===== src/rtl/tone_gen_if.sv =====
// tone_gen_if -- note request / status bundle between a note sequencer and
// tone_gen.
//   HALF_PER [15:0]  half-period in CLK cycles, 0 = rest    (master -> slave)
//   DUR_MS   [15:0]  note duration in ms                     (master -> slave)
//   START            play request, taken when READY=1        (master -> slave)
//   READY            idle, able to accept START              (slave -> master)
//   DONE             one-cycle pulse at note completion      (slave -> master)
//   SPKR             square-wave speaker output              (slave -> master)
interface tone_gen_if;
  logic [15:0] HALF_PER;
  logic [15:0] DUR_MS;
  logic        START;
  logic        READY;
  logic        DONE;
  logic        SPKR;

  modport master (
    output HALF_PER, DUR_MS, START,
    input  READY, DONE, SPKR
  );

  modport slave (
    input  HALF_PER, DUR_MS, START,
    output READY, DONE, SPKR
  );
endinterface


===== src/rtl/tone_gen.sv =====
// tone_gen -- square-wave tone generator, one note at a time.
// A note (half-period, duration in ms) is accepted on START while READY=1.
// SPKR toggles every HALF_PER cycles for DUR_MS*TICK_DIV cycles, then DONE
// pulses for one cycle. HALF_PER=0 plays a silent rest; DUR_MS=0 completes
// immediately with a DONE pulse on the following cycle.
//
// Parameters:
//   TICK_DIV  CLK cycles per millisecond (>= 1)
//   GAP_MS    silent gap after each note in ms (>= 1), TONE_GEN_GAP_EN only
//
// Ports:
//   CLK    system clock
//   RST_N  synchronous active-low reset (aborts a note without DONE)
//   bus    tone_gen_if.slave: HALF_PER, DUR_MS, START in; READY, DONE, SPKR out
//
// Build option:
//   TONE_GEN_GAP_EN  when defined, every note is followed by GAP_MS ms of
//                    silence before DONE/READY (detached playback); when
//                    undefined, PLAY returns straight to IDLE (legato).
module tone_gen #(
  parameter int unsigned TICK_DIV = 100000,
  parameter int unsigned GAP_MS   = 10
) (
  input logic      CLK,
  input logic      RST_N,
  tone_gen_if.slave bus
);

  localparam int unsigned PC_W = (TICK_DIV > 1) ? $clog2(TICK_DIV) : 1;
  localparam logic [PC_W-1:0] PC_LAST = PC_W'(TICK_DIV - 1);

  if (TICK_DIV < 1 || GAP_MS < 1) begin : g_param_check
    $error("tone_gen: TICK_DIV and GAP_MS must both be >= 1");
  end

  typedef enum logic [1:0] {
    S_IDLE,
    S_PLAY
`ifdef TONE_GEN_GAP_EN
    , S_GAP
`endif
  } state_t;

  state_t           state_q, state_d;
  logic [15:0]      hp_q, hp_d;
  logic [15:0]      hc_q, hc_d;
  logic [15:0]      ms_q, ms_d;
  logic [PC_W-1:0]  pc_q, pc_d;
  logic             ready_q, ready_d;
  logic             done_q, done_d;
  logic             spkr_q, spkr_d;
  logic             tick;

  assign tick = (pc_q == PC_LAST);

  always_comb begin
    state_d = state_q;
    hp_d    = hp_q;
    hc_d    = hc_q;
    ms_d    = ms_q;
    pc_d    = pc_q;
    ready_d = ready_q;
    done_d  = 1'b0;
    spkr_d  = spkr_q;

    case (state_q)
      S_IDLE: begin
        spkr_d = 1'b0;
        if (bus.START && ready_q) begin
          hp_d = bus.HALF_PER;
          ms_d = bus.DUR_MS;
          hc_d = '0;
          pc_d = '0;
          if (bus.DUR_MS == 16'd0) begin
            done_d = 1'b1;
          end else begin
            state_d = S_PLAY;
            ready_d = 1'b0;
          end
        end
      end

      S_PLAY: begin
        if (hp_q != 16'd0) begin
          if (hc_q == hp_q - 16'd1) begin
            spkr_d = ~spkr_q;
            hc_d   = '0;
          end else begin
            hc_d = hc_q + 16'd1;
          end
        end

        if (tick) begin
          pc_d = '0;
          ms_d = ms_q - 16'd1;
          // Last millisecond ends the note; the forced SPKR=0 overrides any
          // toggle landing on the same edge.
          if (ms_q == 16'd1) begin
            spkr_d = 1'b0;
            hc_d   = '0;
`ifdef TONE_GEN_GAP_EN
            // The gap reuses the ms/prescaler counters for its own timing.
            state_d = S_GAP;
            ms_d    = 16'(GAP_MS);
`else
            state_d = S_IDLE;
            ready_d = 1'b1;
            done_d  = 1'b1;
`endif
          end
        end else begin
          pc_d = pc_q + PC_W'(1);
        end
      end

`ifdef TONE_GEN_GAP_EN
      S_GAP: begin
        spkr_d = 1'b0;
        if (tick) begin
          pc_d = '0;
          ms_d = ms_q - 16'd1;
          if (ms_q == 16'd1) begin
            state_d = S_IDLE;
            ready_d = 1'b1;
            done_d  = 1'b1;
          end
        end else begin
          pc_d = pc_q + PC_W'(1);
        end
      end
`endif

      default: begin
        state_d = S_IDLE;
        ready_d = 1'b1;
        spkr_d  = 1'b0;
        hc_d    = '0;
        pc_d    = '0;
        ms_d    = '0;
      end
    endcase
  end

  always_ff @(posedge CLK) begin
    if (!RST_N) begin
      state_q <= S_IDLE;
      hp_q    <= '0;
      hc_q    <= '0;
      ms_q    <= '0;
      pc_q    <= '0;
      ready_q <= 1'b1;
      done_q  <= 1'b0;
      spkr_q  <= 1'b0;
    end else begin
      state_q <= state_d;
      hp_q    <= hp_d;
      hc_q    <= hc_d;
      ms_q    <= ms_d;
      pc_q    <= pc_d;
      ready_q <= ready_d;
      done_q  <= done_d;
      spkr_q  <= spkr_d;
    end
  end

  assign bus.READY = ready_q;
  assign bus.DONE  = done_q;
  assign bus.SPKR  = spkr_q;

endmodule

===== src/flat_wrapper.sv =====
// flat-port wrapper written by rule: the top's interface ports become plain ports
module tone_gen_flat 
#(
  parameter int unsigned TICK_DIV = 100000,
  parameter int unsigned GAP_MS   = 10
)
  (CLK, RST_N, bus_HALF_PER, bus_DUR_MS, bus_START, bus_READY, bus_DONE, bus_SPKR);
  tone_gen_if bus_i ();
  input logic CLK;
  input logic RST_N;
  input wire logic [$bits(bus_i.HALF_PER)-1:0] bus_HALF_PER;
  input wire logic [$bits(bus_i.DUR_MS)-1:0] bus_DUR_MS;
  input wire logic [$bits(bus_i.START)-1:0] bus_START;
  output wire logic [$bits(bus_i.READY)-1:0] bus_READY;
  output wire logic [$bits(bus_i.DONE)-1:0] bus_DONE;
  output wire logic [$bits(bus_i.SPKR)-1:0] bus_SPKR;
  assign bus_i.HALF_PER = bus_HALF_PER;
  assign bus_i.DUR_MS = bus_DUR_MS;
  assign bus_i.START = bus_START;
  assign bus_READY = bus_i.READY;
  assign bus_DONE = bus_i.DONE;
  assign bus_SPKR = bus_i.SPKR;
  tone_gen #(.TICK_DIV(TICK_DIV), .GAP_MS(GAP_MS)) u_core (.CLK(CLK), .RST_N(RST_N), .bus(bus_i));
endmodule

===== config.mk =====
export PLATFORM = sky130hd
export DESIGN_NAME = tone_gen_flat
export DESIGN_NICKNAME = d
export VERILOG_FILES = /design/src/rtl/tone_gen_if.sv /design/src/rtl/tone_gen.sv /design/src/flat_wrapper.sv
export SDC_FILE = /design/constraint.sdc
export NUM_CORES = 1
export LEC_CHECK = 0
export CAP_MARGIN = 20
export CORE_MARGIN = 1.5
export CORE_UTILIZATION = 30
export CTS_CLUSTER_SIZE = 40
export DETAILED_ROUTE_END_ITERATION = 12
export HOLD_SLACK_MARGIN = 0.05
export PLACE_DENSITY = 0.55
export SLEW_MARGIN = 20
export SYNTH_ARGS = -nofsm -noshare
export SYNTH_HDL_FRONTEND = slang
export SYNTH_SLANG_ARGS = --single-unit

===== constraint.sdc =====
create_clock -name CLK -period 5.8 [get_ports CLK]
set_clock_uncertainty 0.05 [all_clocks]
set_input_delay 1.16 -clock CLK [delete_from_list [all_inputs] [get_ports CLK]]
set_output_delay 1.16 -clock CLK [all_outputs]
set_load 0.03 [all_outputs]

-- After elaboration in Yosys (flattened, before gate mapping)
Index checks and enable logic that the tools add are counted.
- register bits: 70
- bits of input ports: 35
- output and inout bits: 3
- logic and storage cells: 60
- add/subtract/negate cells: 4
- eq/ne operators: 8
- multiplexer cells: 31
- bitwise gates (word level): 1
- reduce and logical (&&, ||, !) cells: 8
- operator list (cell ; number):
    $mux W16 ; 7
    $pmux W16 S2 ; 2
    $mux W17 ; 2
    $pmux W17 S2 ; 1
    $sub A16 B1 Y16 const B ; 2
    $add A17 B1 Y17 const B ; 1
    $eq A17 B17 Y1 const B ; 1
    $add A16 B1 Y16 const B ; 1
    $eq A16 B1 Y1 const B ; 1
    $eq A16 B16 Y1 ; 1
    $logic_not A16 Y1 ; 1
    $reduce_bool A16 Y1 ; 1
    $mux W1 ; 12
    $mux W2 ; 4
    $ne A2 B1 Y1 const B ; 3
    $reduce_and A2 Y1 ; 3
    $pmux W1 S2 ; 2
    $pmux W2 S2 ; 1
    $reduce_and A4 Y1 ; 1
    $eq A2 B1 Y1 const B ; 1
    $logic_not A2 Y1 ; 1
    $ne A2 B2 Y1 const B ; 1
    $logic_and A1 B1 Y1 ; 1
    $not A1 Y1 ; 1

-- Longest topological paths before layout
Gate-level depths: netlist of run 1.
- depth in word-level cells: 7
- depth in mapped cells: 11

-- Worst setup path after synthesis of run 1
OpenSTA, ideal clock, no wires.
- path type: register -> register
- from: register u_core.hp_q[2]
- to: register u_core.hc_q[6]
- library setup time: 0.122 ns
- data arrival time: 2.659 ns
- slack: 2.969 ns
- stages on the path, launching flop included: 10
- path buffers: 2
- clock period less this slack: 2.831 ns
- path through: dfxtp_1 > buf_2 > or4_4 > o21a_1 > or4_1 > a22o_1 > a2111oi_4 > nor2_2 > buf_4 > a221o_1
- longest elaborated chain between the ends: 7
- RTL lines (what ; line ; RTL):
    start: declaration ; tone_gen.sv:45 ; logic [15:0] hp_q, hp_d;
    start signal: assignment ; tone_gen.sv:156 ; hp_q <= hp_d;
    $sub A16 B1 Y16 ; tone_gen.sv:85 ; if (hc_q == hp_q - 16'd1) begin
    $eq A16 B16 Y1 ; tone_gen.sv:85 ;
    $mux W16 ; tone_gen.sv:85 ;
    $mux W16 (*) ; tone_gen.sv:84 ; if (hp_q != 16'd0) begin
    $mux W16 ; tone_gen.sv:98 ; if (ms_q == 16'd1) begin
    $mux W16 (*) ; tone_gen.sv:93 ; if (tick) begin
    $pmux W16 S2 (*) ; tone_gen.sv:66 ; case (state_q)
    end signal: assignment ; tone_gen.sv:148 ; hc_q <= '0;
    end signal: assignment ; tone_gen.sv:157 ; hc_q <= hc_d;
    end: declaration ; tone_gen.sv:46 ; logic [15:0] hc_q, hc_d;
Every way passes the cells marked *; elsewhere a longest branch is shown, timed or not.
A chain may end at the register's enable or synchronous reset.

-- Worst setup path in the final report of run 1
- from: register u_core.hp_q[0]
- to: register u_core.hc_q[10]
Same word-level chain as after synthesis.

==> reports/metrics.csv, run 1 <==
metric;value;unit
Final Setup Violations;0;
Hold Crit Class;reg2reg;
Num CTS Buffers;9;
Crit Path Max Fanout;13;
CP startpoint kind;flip-flop;
Hold Buf Count CTS;0;
Seq/Total Area, Yosys;0.340;
H-tree Lvls;3;
die area;0.0142;mm^2
Synth top cells by count;76 x nand2_1, 69 x dfxtp_1, 29 x nor2_1, 29 x o21ai_0;
worst r2r path cells;7;
Post-Synth Adder-Cell Area;0.0154;
Post-CTS Resized;0;
slew margin rel.;0.313;
VDD IR-drop max;0.142;mV
share of layout cells above drive strength 1;0.0461;
Max Freq;278;MHz
CP Launch Point;u_core.hp_q[0]$_SDFFE_PN0P_;
number of global-route vias before repair;3577;
Syn Nets;561;
vias per cell;5.30;
Post-Syn Area;0.00406;mm^2
Worst setup EP type;flip-flop;
unrepaired setup endpoints after global routing;no;
worst path cell trace;nor4_1 > nand2_1 > or3_1 > a22o_1 > a2111oi_4 > nor2_2 > a221o_1;
worst hold stages;2;
synthesized instance count;521;
DRT Wirelength;10300;um
terminus of the critical flop-to-flop path;u_core.hc_q[10]$_SDFFE_PN0P_;
CTS Buffer Depth;2;
status;complete, no violations;
Hold Crit Start;u_core.ms_q[1]$_SDFFE_PN0P_;
Netlist cell types;55;
antenna violations before repair;0;
worst r2r src;u_core.hp_q[0]$_SDFFE_PN0P_;
clock-pin slew on the worst setup and hold paths;0.06;ns
P per Cell Area;301;mW/mm^2
Synth warnings;0;
CTS Sinks;69;
fin. max-slew vios;0;
Synth Register Bits;69;
Fill cells;1432;
WL/cell;14.4;um
Core Area;0.0132;mm^2
final net count;579;
required time worst endpoint;5.96;ns
largest family of logic cells by synthesized area;simple AND/OR/NAND/NOR gates;
final count of hold timing violations;0;
Area contributors post-synth;dfxtp_1 34%, nand2_1 7.0%, a21boi_0 4.6%;
xor/xnor share of the synthesized area;0.0540;
1st-iter DRT viols;165;
row count;42;
mux contribution to synthesized area;0.00493;
Clock Tree Root;clkbuf_16;
Die Wd;119;um
n_diodes;0;
Synth Flop Type;dfxtp_1;
Buffers on Ports;37;
Final period util;0.620;
Critical Path Max Stage Delay;0.86;ns
DR pass1 iterations;4;
complex-gate fraction of the synthesized area;0.228;
Syn Area/Cell;7.79;um^2
Worst path slowest cell;nor4_1;
HPWL Detailed;7100;um
GRT overflow;0;
fraction of registers with async set/reset;0;
final hold slack;0.443;ns
Tot GR Track Use;0.152;
Lkg Pwr;1.75;nW
Arrival @ worst endpoint;3.76;ns
DRC viols;0;
Setup WS pre-CTS;2.14;ns
Hold EP;u_core.ms_q[1]$_SDFFE_PN0P_;
total power;1.45;mW
worst setup margin;2.20;ns
post-synthesis simple-gate area fraction;0.317;
Placer Congestion;0.791;
Worst-Skew Late Latency;0.34;ns
post-layout min period;3.60;ns
io pins;38;
antenna-violating nets left;0;
largest net degree at the start of global routing;56;
first-pass GRT wire length;17600;um
top-count cell post-synth;nand2_1;
postcts setup bufs;0;
worst slew pin tran;1.03;ns
EDFF count, synth;0;
Vert. Die Dim;119;um
Placed Area;0.00454;mm^2
Layout area overhead;18.9;%
Initial Util;0.306;
multi-input combinational cell area;0.00252;mm^2
final instance area;0.00482;mm^2
MaxCap Viol Count;0;
Yosys top cell area share;0.340;
WS Path Type;reg2reg;
R2R Setup Slk;2.20;ns
CTS tree;built;
Vias;3806;
FF/Latch Area;0.00138;mm^2
final setup TNS;0;ns
largest area contributor in the netlist;dfxtp_1;
[registers in the layout, indices dropped and copies added (netlist names)]
signal            count
u_core.bus.DONE       1
u_core.bus.READY      1
u_core.bus.SPKR       1
u_core.hc_q          16
u_core.hp_q          16
u_core.ms_q          16
u_core.pc_q          17
u_core.state_q        1
[layout make-up]
cell class,instances,share of cell area
sequential,69,0.286
multi-input combinational,411,0.522
timing repair buffer,40,0.0809
inverter,8,0.00623
clock buffer,12,0.0511
clock inverter,2,0.00726
tap,176,0.0457
[routing by layer]
| layer | GRT usage | vias to the layer above | routed length, um |
|---|---|---|---|
| li1 | - | 1936 | - |
| met1 | 0.199 | 1809 | 5030 |
| met2 | 0.249 | 55 | 4920 |
| met3 | 0.0369 | 6 | 319 |
| met4 | 0.0432 | 0 | 71 |
| met5 | 0 | - | 0 |
[worst max-delay path by stage]
| stage | to | slack [ns] | depth (start not counted) |
|---|---|---|---|
| 3_3_place_gp | u_core.ms_q[2]$_SDFFE_PN0P_ | 2.15 | 7 |
| 5_1_grt | u_core.hc_q[13]$_SDFFE_PN0P_ | 1.99 | 7 |
| 6_report | u_core.hc_q[10]$_SDFFE_PN0P_ | 2.20 | 7 |
| 3_5_place_dp | u_core.ms_q[13]$_SDFFE_PN0P_ | 2.14 | 6 |
| 2_1_floorplan | u_core.hc_q[6]$_SDFFE_PN0P_ | 2.97 | 9 |
| 4_1_cts | u_core.hc_q[10]$_SDFFE_PN0P_ | 2.24 | 7 |
[layout by cell type (no fill, tap or decap), types with 3 or more instances in the layout]
| cell type | Yosys | final |
|---|---|---|
| nand2_1 | 76 | 76 |
| dfxtp_1 | 69 | 69 |
| clkdlybuf4s50_1 | 0 | 37 |
| o21ai_0 | 29 | 29 |
| nor2_1 | 29 | 28 |
| nand3_1 | 28 | 28 |
| a21boi_0 | 25 | 25 |
| nor3_1 | 22 | 22 |
| a21oi_1 | 18 | 17 |
| and2_1 | 15 | 15 |
| nor4_1 | 15 | 15 |
| a22oi_1 | 14 | 14 |
| xnor2_1 | 13 | 13 |
| xor2_1 | 12 | 12 |
| nor2b_1 | 12 | 12 |
| or3_1 | 11 | 11 |
| and3_1 | 9 | 9 |
| clkbuf_16 | 0 | 9 |
| inv_1 | 8 | 8 |
| a221o_1 | 8 | 8 |
| nand4_1 | 7 | 7 |
| o211ai_1 | 6 | 6 |
| or4_1 | 5 | 5 |
| a21o_1 | 5 | 5 |
| a22o_1 | 5 | 5 |
| ha_1 | 5 | 5 |
| nand3b_1 | 3 | 3 |
| o211a_1 | 3 | 3 |
| a31oi_1 | 3 | 3 |
| a211oi_1 | 3 | 3 |
[worst max-delay path: cells and delay by family (launching register included)]
family,cells,cell delay [ns]
AOI/OAI and AO/OA,3,1.37
and+or+nand+nor,4,1.69
DFF,1,0.36
[per-stage QoR]
stage,cells,utilization
after floorplan,521,-
after global placement,703,0.342
after detailed placement,703,0.343
after CTS,717,0.364
after global routing,718,0.364
final,718,0.364
[report_power, final]
group	internal, mW	switching [mW]	total [mW]
Sequential	0.510	0.0456	0.556
Combinational	0.145	0.211	0.355
Clock	0.339	0.200	0.539
[logic make-up after synthesis]
kind of cell / Yosys count
fa+ha+maj: 5
mux: 2
xor+xnor: 25
flops: 69
compound gates: 131
buf+inv: 41
simple gates: 248
Power figures use the tool's default switching activity.
==> run 2: changes to the inputs <==
==> constraint.sdc (replaced) <==
create_clock -name CLK -period 3.47 [get_ports CLK]
set_clock_uncertainty 0.05 [all_clocks]
set_input_delay 0.694 -clock CLK [delete_from_list [all_inputs] [get_ports CLK]]
set_output_delay 0.694 -clock CLK [all_outputs]
set_load 0.03 [all_outputs]
==> run 2 against run 1 <==
  * Fmax increased by 19%
  * Cell count is 1.7% higher
  * Clock power up 58%
  * Die area unchanged
  * Critical path depth up 3
  * Global-route usage is essentially flat
  * Largest power group unchanged
==> reports/metrics.csv, run 2 (synthesis results as in run 1) <==
metric;value;unit;change
most frequent cells in the layout;76 x nand2_1, 69 x dfxtp_1, 37 x clkdlybuf4s50_1;;
DR pass1 iterations;4;;unchanged
unrepaired setup endpoints after global routing;no;;
Comb power frac;0.261;;+0.016
Placer Congestion;0.785;;-0.73%
Worst-Skew Late Latency;0.33;ns;about the same
Switching Share;0.325;;+0.0104
global routing usage on met3;0.0335;;-0.00335
Tot GR Track Use;0.152;;+0.000351
grt met1 use;0.187;;-0.0114
share of layout cells above drive strength 1;0.0632;;+0.0171
Die Wd;119;um;unchanged
Vias;3898;;+2.4%
Num CTS Buffers;9;;unchanged
Core Area;0.0132;mm^2;unchanged
Lkg Pwr;1.79;nW;+2.3%
number of global-route vias before repair;3729;;+4.2%
P per Cell Area;493;mW/mm^2;+64%
final setup TNS;0;ns;unchanged
Buffers on Ports;37;;unchanged
Top reg by flops;u_core.pc_q;;
DRC viols;0;;unchanged
1st-iter DRT viols;242;;+47%
vias per cell;5.34;;+0.73%
HPWL Detailed;7460;um;+5.1%
H-tree Lvls;3;;unchanged
status;complete, no violations;;
Power Internal;1.62;mW;+63%
final net count;589;;+1.7%
WL/cell;14.2;um;-1.3%
io pins;38;;unchanged
placed insts;714;;+1.6%
antenna-violating nets left;0;;unchanged
Vert. Die Dim;119;um;unchanged
Reg power frac;0.386;;+0.003
n_diodes;0;;unchanged
DRT Wirelength;10400;um;+0.35%
CTS Sinks;69;;unchanged
Psw;0.782;mW;+71%
required time worst endpoint;3.64;ns;-2.32 ns
fin cells;730;;+1.7%
Hold Buf Count CTS;0;;unchanged
Max Freq;330;MHz;+19%
slew margin rel.;0.597;;+0.284
CTS Buffer Depth;2;;unchanged
Layout area overhead;20.4;%;
CTS tree;built;;
post-layout min period;3.03;ns;-0.571 ns
row count;42;;unchanged
Initial Util;0.306;;unchanged
Final Setup Violations;0;;unchanged
clock-pin slew on the worst setup and hold paths;0.05;ns;about the same
Crit Path Max Fanout;9;;-4
antenna violations before repair;0;;unchanged
Clock Power Share;0.353;;-0.019
fin. max-slew vios;0;;unchanged
final count of hold timing violations;0;;unchanged
die area;0.0142;mm^2;unchanged
Largest register FFs;17;;unchanged
Most Crowded Layer GR;met2;;
final hold slack;0.447;ns;+0.00364 ns
commonest non-fill, non-tap cell in the layout;nand2_1;;
Clock Tree Root;clkbuf_16;;
MaxCap Viol Count;0;;unchanged
WS Path Type;reg2reg;;
postcts setup bufs;0;;unchanged
GRT overflow;0;;unchanged
Final period util;0.872;;+0.252
first-pass GRT wire length;17800;um;+1.1%
Worst setup EP type;flip-flop;;
met2 usage;0.270;;+0.0210
largest net degree at the start of global routing;45;;-20%
Post-CTS Resized;0;;unchanged
worst slew pin tran;0.599;ns;-0.430 ns
Hold Crit Class;reg2reg;;
VDD IR-drop max;0.234;mV;+65%
CP startpoint kind;flip-flop;;
Arrival @ worst endpoint;3.19;ns;-0.57 ns
## run 2: area by class of cell
cell class,count,area [um^2]
repair buffers,50,468
flip-flops and latches,69,1380
clock inverters,3,21.3
clock buffers,13,250
multi-input cells,411,2520
inverters,8,30.0
well taps,176,220
fillers,1405,8360
## run 2: power by group through the flow
stage | clock network (mW) | logic [mW] | registers, mW
global placement | 0 | 0.617 | 0.943
CTS | 0.873 | 0.633 | 0.929
floorplan | 0 | 0.450 | 0.922
global route | 0.905 | 0.705 | 0.941
detailed placement | 0 | 0.629 | 0.946
finish | 0.849 | 0.628 | 0.930
## run 2: metrics by stage
step,instance area [um^2],setup slack (ns),power [mW],utilization
global route,4890,0.220,2.55,0.369
detailed placement,4620,0.453,1.58,0.349
global placement,4620,0.510,1.56,0.349
finish,4890,0.443,2.41,0.369
floorplan,4060,0.639,1.37,-
CTS,4890,0.433,2.43,0.369
## run 2: layer usage
layer	share of wire	wire, um
met4	0.0086	89
met2	0.49	5070
met5	0	0
met1	0.46	4780
met3	0.042	441
## run 2: worst paths after layout
path | start | end | slack [ns] | cells after the start
setup reg to reg | u_core.hp_q[0]$_SDFFE_PN0P_ | u_core.hc_q[15]$_SDFFE_PN0P_ | 0.44 | 10
hold / removal | u_core.ms_q[1]$_SDFFE_PN0P_ | u_core.ms_q[1]$_SDFFE_PN0P_ | 0.45 | 2
setup / recovery | u_core.hp_q[0]$_SDFFE_PN0P_ | u_core.hc_q[15]$_SDFFE_PN0P_ | 0.44 | 10
hold reg to reg | u_core.ms_q[1]$_SDFFE_PN0P_ | u_core.ms_q[1]$_SDFFE_PN0P_ | 0.45 | 2
## run 2: critical path, cell delays in order, from the launching register on
cell and delay [ns]:
dfxtp_1 0.36, inv_1 0.08, ha_1 0.19, nor4b_2 0.46, xnor2_1 0.13, or4_1 0.40
a22o_1 0.25, a2111oi_4 0.42, buf_4 0.25, nor3_1 0.06, a221o_1 0.27
